### config.mk
export PLATFORM = sky130hd
export DESIGN_NAME = serdes_1to10_align
export DESIGN_NICKNAME = d
export VERILOG_FILES = /design/src/rtl/serdes_pkg.sv /design/src/rtl/serdes_1to10_align.sv
export SDC_FILE = /design/constraint.sdc
export NUM_CORES = 1
export LEC_CHECK = 0
export ABC_CLOCK_PERIOD_IN_PS = 3600
export CAP_MARGIN = 20
export CORE_MARGIN = 5
export CORE_UTILIZATION = 45
export DETAILED_ROUTE_END_ITERATION = 10
export REMOVE_ABC_BUFFERS = 1
export SKIP_LAST_GASP = 1
export SLEW_MARGIN = 10
export SYNTH_ARGS = -nofsm -noshare
export SYNTH_HDL_FRONTEND = slang
export SYNTH_SLANG_ARGS = --single-unit
### constraint.sdc
create_clock -name clk -period 3.6 [get_ports clk]
set_clock_uncertainty 0.05 [all_clocks]
set_input_delay 0.72 -clock clk [delete_from_list [all_inputs] [get_ports clk]]
set_output_delay 0.72 -clock clk [all_outputs]
set_load 0.02 [all_outputs]
### src/rtl/serdes_pkg.sv
// serdes_pkg: TMDS control tokens, token matcher and aligner state encoding
package serdes_pkg;
  localparam logic [9:0] CTRL_0 = 10'h354;
  localparam logic [9:0] CTRL_1 = 10'h0AB;
  localparam logic [9:0] CTRL_2 = 10'h154;
  localparam logic [9:0] CTRL_3 = 10'h2AB;
  typedef enum logic {SEARCH, LOCKED} state_t;
  function automatic logic is_ctrl_token(input logic [9:0] s);
    return s == CTRL_0 || s == CTRL_1 || s == CTRL_2 || s == CTRL_3;
  endfunction
endpackage

### src/rtl/serdes_1to10_align.sv
// serdes_1to10_align: finds the 10-bit word boundary by locking onto TMDS control tokens
module serdes_1to10_align
  import serdes_pkg::*;
#(
  parameter int LOCK_TOKENS    = 8,
  parameter int SEARCH_TIMEOUT = 1024,
  parameter int LOSS_TIMEOUT   = 8192
) (
  input  logic       clk,
  input  logic       reset,
  input  logic [9:0] i_data,
  output logic [9:0] o_data,
  output logic       o_token,
  output logic       o_locked,
  output logic [3:0] o_offset
);
  localparam int RW = $clog2(LOCK_TOKENS) + 1;
  localparam int DW = $clog2(SEARCH_TIMEOUT) + 1;
  localparam int LW = $clog2(LOSS_TIMEOUT) + 1;
  localparam logic [RW-1:0] RUN_LOCK  = RW'(LOCK_TOKENS - 1);
  localparam logic [DW-1:0] DWELL_MAX = DW'(SEARCH_TIMEOUT - 1);
  localparam logic [LW-1:0] LOSS_MAX  = LW'(LOSS_TIMEOUT - 1);
  logic [9:0] prev;
  logic [19:0] w;
  logic [9:0] cand;
  logic tok;
  logic [RW-1:0] run;
  logic [DW-1:0] dwell;
  logic [LW-1:0] loss;
  state_t state;
  assign w    = {i_data, prev};
  assign cand = w[{1'b0, o_offset} +: 10];
  assign tok  = is_ctrl_token(cand);
  always_ff @(posedge clk) begin
    if (reset) begin
      prev     <= '0;
      o_data   <= '0;
      o_token  <= 1'b0;
      o_locked <= 1'b0;
      o_offset <= '0;
      state    <= SEARCH;
      run      <= '0;
      dwell    <= '0;
      loss     <= '0;
    end else begin
      prev    <= i_data;
      o_data  <= cand;
      o_token <= tok;
      if (state == SEARCH) begin
        dwell <= &dwell ? dwell : dwell + 1'b1;
        run   <= !tok ? '0 : &run ? run : run + 1'b1;
        if (tok && run == RUN_LOCK) begin
          state    <= LOCKED;
          o_locked <= 1'b1;
          loss     <= '0;
        end else if (dwell == DWELL_MAX) begin
          o_offset <= o_offset == 4'd9 ? 4'd0 : o_offset + 4'd1;
          dwell    <= '0;
          run      <= '0;
        end
      end else begin
        loss <= tok ? '0 : &loss ? loss : loss + 1'b1;
        if (!tok && loss == LOSS_MAX) begin
          state    <= SEARCH;
          o_locked <= 1'b0;
          dwell    <= '0;
          run      <= '0;
        end
      end
    end
  end
endmodule
### Word level (Yosys, flattened, before mapping)

Cells that the tools add are included.

| word-level totals | value |
|---|---|
| logic and storage cells | 61 |
| output and inout bits | 16 |
| register bits after elaboration | 56 |

| cells by class | value |
|---|---|
| add/subtract/negate cells | 4 |
| shift-type cells | 1 |
| equality and inequality tests | 10 |
| reductions and logical operators | 13 |
| multiplexer cells | 22 |
| bitwise logic cells | 2 |

Operators with widths:

| operator | number |
|---|---|
| $mux W14 | 4 |
| $mux W11 | 5 |
| $mux W4 | 7 |
| $eq A10 B10 Y1 const B | 2 |
| $shiftx A20 B5 Y10 | 1 |
| $add A14 B1 Y14 const B | 1 |
| $eq A14 B13 Y1 const B | 1 |
| $reduce_and A14 Y1 | 1 |
| $add A11 B1 Y11 const B | 1 |
| $eq A11 B10 Y1 const B | 1 |
| $reduce_and A11 Y1 | 1 |
| $eq A10 B8 Y1 const B | 1 |
| $eq A10 B9 Y1 const B | 1 |
| $add A4 B1 Y4 const B | 2 |
| $mux W1 | 6 |
| $eq A4 B3 Y1 const B | 1 |
| $eq A4 B4 Y1 const B | 1 |
| $reduce_and A2 Y1 | 2 |
| $reduce_and A4 Y1 | 1 |
| $logic_or A1 B1 Y1 | 3 |
| $ne A3 B3 Y1 const B | 1 |
| $reduce_and A3 Y1 | 1 |
| $logic_and A1 B1 Y1 | 2 |
| $ne A2 B1 Y1 const B | 1 |
| other kinds (3) | 4 |

### Longest topological paths before layout

| logic depth | value |
|---|---|
| depth after elaboration | 9 |
| depth in mapped cells | 11 |
| depth with buffers taken out | 9 |

### Worst setup path after synthesis

OpenSTA, ideal clock, no wires.

| path | value |
|---|---|
| path kind | input to register |
| start | input i_data[6] |
| end | register loss[11] |
| data required time | 3424 ps |
| arrival | 3055 ps |
| path slack | 369 ps |
| path buffers | 1 |
| stages | 9 |
| setup time | 126 ps |
| cell sequence | mux4_2 > mux2_2 > a21o_1 > or2_1 > a2111o_1 > a21o_1 > a32oi_2 > buf_4 > o221ai_2 |

| between the ends | value |
|---|---|
| word-level cells in the longest chain between the ends | 8 |

Ends and longest elaborated chain:

| item | RTL line | source |
|---|---|---|
| start: declaration | serdes_1to10_align.sv:11 | `input logic [9:0] i_data,` |
| $shiftx A20 B5 Y10 * | serdes_1to10_align.sv:32 | `assign cand = w[{1'b0, o_offset} +: 10];` |
| $eq A10 B10 Y1 / $eq A10 B8 Y1 (equally long branches) | serdes_pkg.sv:9 | `return s == CTRL_0 \|\| s == CTRL_1 \|\| s == CTRL_2 \|\| s == CTRL_3;` |
| $logic_or A1 B1 Y1 (2 in series) | serdes_pkg.sv:9 |  |
| $logic_or A1 B1 Y1 * | serdes_pkg.sv:9 |  |
| $logic_and A1 B1 Y1 | serdes_1to10_align.sv:52 | `if (tok && run == RUN_LOCK) begin` |
| $reduce_bool A2 Y1 (no source line) | - |  |
| $reduce_and A2 Y1 (no source line) | - |  |
| end signal: assignment | serdes_1to10_align.sv:62 | `loss <= tok ? '0 : &loss ? loss : loss + 1'b1;` |
| end: declaration | serdes_1to10_align.sv:29 | `logic [LW-1:0] loss;` |

Every way passes the cells marked *; elsewhere a longest branch is shown, timed or not.
A chain may end at the register's enable or synchronous reset.

### Final worst setup path

| path | value |
|---|---|
| start | input i_data[3] |
| end | register dwell[1] |

| between the ends | value |
|---|---|
| word-level cells in the longest chain between the ends | 8 |

Ends and longest elaborated chain:

| item | RTL line | source |
|---|---|---|
| $shiftx A20 B5 Y10 * | serdes_1to10_align.sv:32 |  |
| $eq A10 B10 Y1 / $eq A10 B8 Y1 (equally long branches) | serdes_pkg.sv:9 |  |
| $logic_or A1 B1 Y1 (2 in series) | serdes_pkg.sv:9 |  |
| $logic_or A1 B1 Y1 * | serdes_pkg.sv:9 |  |
| $logic_and A1 B1 Y1 / $logic_not A1 Y1 (equally long branches) | serdes_1to10_align.sv:52, serdes_1to10_align.sv:63 |  |
| $mux W11 / $logic_and A1 B1 Y1 (equally long branches) | serdes_1to10_align.sv:52, serdes_1to10_align.sv:63 |  |
| $mux W11 / $ne A2 B1 Y1 (equally long branches) | - |  |
| end signal: assignment | serdes_1to10_align.sv:50 | `dwell <= &dwell ? dwell : dwell + 1'b1;` |
| end: declaration | serdes_1to10_align.sv:28 | `logic [DW-1:0] dwell;` |

Marks and branches as above.

==> run metrics <==
# rows=31; Mapped Area=3280 µm²; CTS tree=yes; register area share after synthesis=34.1%; synth cell count leaders=dfxtp_1, nor2_1, nand2_1; worst path arrival time=3.74 ns; hold wc startpoint=o_locked; placed instance area=3960 µm²; outcome=completed; FF+latch area=1120 µm²; Inst Count DP=522; worst vdd ir=0.150 mV; Final Setup Violations=0; fin cells=529; number of stages on the worst setup path=10; # fillers=646; area of the die=9100 µm²; H-tree depth=2; Synth Flop Type=dfxtp_1; Pleak=1.46 nW; Initial Util=45.8%; Worst path max stage delay=0.51 ns; Slew headroom=60.8%; largest net degree at the start of global routing=38; DPL Wire Length=6080 µm; power density over the cells=271 nW/µm²; largest fanout on the critical path=5; Final nets=445; input/output buffers=27; R2R setup slack=0.31 ns; Diodes inserted=0; CP cell instances=clkdlybuf4s50_1 -> mux4_2 -> mux2_2 -> a21o_1 -> or2_1 -> a2111o_1 -> a21o_1 -> buf_4 -> a21boi_2 -> a32o_1; synth unique cells=63; Num CTS Buffers=5; R2R Path End=dwell[1]; Hold Crit Depth=2; Top Ports=28; Mapped Cells=366; synth top area cells=dfxtp_1, mux4_2, mux2i_1; CP dominant cell by count=a21o_1; leading area contributor after synthesis=dfxtp_1; Clock Root Buffer=clkbuf_8; share of the synthesized area in the top cell type=34.1%; Max Buffers Root-to-Sink=2; via-per-instance ratio=5.59; grt total ovfl=0; Clk Latency, worst-skew pair=0.31 ns; postcts setup bufs=0; final hold vios=0; count leader, synth=dfxtp_1; Design Power=1.11 mW; count of clock tree sinks=56; cell area after layout=4080 µm²; critical path class=input port to flop; Crit path max-delay family=compound AO/OA/AOI/OAI gates; Reg2Reg Depth=9; die extent in x=95.4 µm; routed len/inst=15.2 µm; total core area=7180 µm²; startpoint types=input port; antenna viol nets, final=0; final WL=8020 µm; worst-margin pin slew=0.586 ns; Crit path required time=3.81 ns; Avg Cell Area, Syn=8.97 µm²; Yosys Warn Count=0; global-route wire length before repair=13400 µm; PostCTS Resize Cnt=0; vias after detailed routing=2957; Final Critical Period=3.52 ns; CTS Hold Bufs=0; RSZ-0062 raised after global routing=no; slowest CP cell=mux4_2; crit end category=flop; Post-synth ARST share=0%; Peak Freq=284 MHz; max-slew violation count=0; gr usage total=18.5%; hold path endpoint=o_locked; reg2reg start=o_offset[3]; Max-Cap Viols=0; layout cells sized above 1=20.7%; Reg clk slew, reported paths=0.10 ns; number of synthesized flops with an enable pin=0; RD Place Congestion=0.831; Seq cells post-synth=56; period utilisation layout=97.9%; drt drc=0; antenna violations before repair=0; WP buf/inv=2; DRT Pass-1 Iters=4; vias in the first global route=2751; initial drt markers=157; HP Class=flop to flop; Layout area overhead=24.2%; die height=95.4 µm; multi-input logic area=2020 µm²
==> cell families after synthesis <==
group	Yosys count	share of synthesized area (%)
mux	32	14.5
flops	56	34.1
simple gates	138	22.0
xor+xnor	3	0.800
fa+ha+maj	3	1.14
buf+inv	40	5.18
compound gates	94	22.2
==> where the power goes <==
| part | total, mW | internal [mW] | switching, mW |
|---|---|---|---|
| registers | 0.646 | 0.634 | 0.0115 |
| logic | 0.125 | 0.0661 | 0.0593 |
| clock network | 0.334 | 0.132 | 0.202 |
==> state kept, by name (all words and copies together), names as in the netlist <==
| signal | flops |
|---|---|
| o_token | 1 |
| o_offset | 4 |
| loss | 14 |
| run | 4 |
| prev | 10 |
| dwell | 11 |
| o_data | 10 |
| o_locked | 1 |
| state | 1 |
==> cell type report <==
type	count	share of cell area [%]
Multi-Input combinational cell	270	49.6
Sequential cell	56	27.5
Timing Repair Buffer	75	15.8
Tap cell	99	3.04
Inverter	22	2.03
Clock buffer	5	1.69
Clock inverter	2	0.307
==> per-stage QoR <==
step                      setup TNS (ns)  setup slack [ns]  utilization (%)  hold slack, ns
after CTS                              0             0.104             56.4           0.448
after floorplan                    -1.20            -0.154                -           0.426
after global routing                   0           0.00532             56.8           0.490
after detailed placement           -3.83            -0.212             55.2           0.430
after global placement             -2.55            -0.171             55.2           0.417
final                                  0            0.0771             56.8           0.444
==> how the worst max path moves through the flow <==
stage / from / endpoint / slack (ns)
floorplan: o_offset[1] / loss[6] / -0.15
global placement: i_data[3] / dwell[5] / -0.17
detailed placement: i_data[3] / dwell[5] / -0.21
CTS: i_data[3] / run[0] / 0.10
global route: i_data[3] / run[0] / 0.005
finish: i_data[3] / dwell[1] / 0.08
==> layout by cell type (no fill, tap or decap), types with 6 or more instances in the layout <==
master,n
dfxtp_1,55
nor2b_1,16
a21oi_1,15
o21ai_0,11
and2_1,11
nand4_1,8
buf_4,47
nor2_1,25
mux4_2,12
mux2i_1,15
a21o_1,6
nand3_1,21
nand2_1,24
inv_1,22
clkdlybuf4s50_1,27
==> tightest hold or removal path, stage by stage (launching register included) <==
cell and delay (ns):
dfxtp_1 0.32, o21ai_0 0.07, a21oi_1 0.06
==> per-layer routing <==
layer	GRT usage, %	vias up	wire length [µm]
li1	-	1501	-
met1	26.2	1390	3920
met2	29.3	56	3700
met3	2.84	10	304
met4	5.33	0	98
met5	0	-	0
No activity file was read; power rests on OpenSTA's default activity.
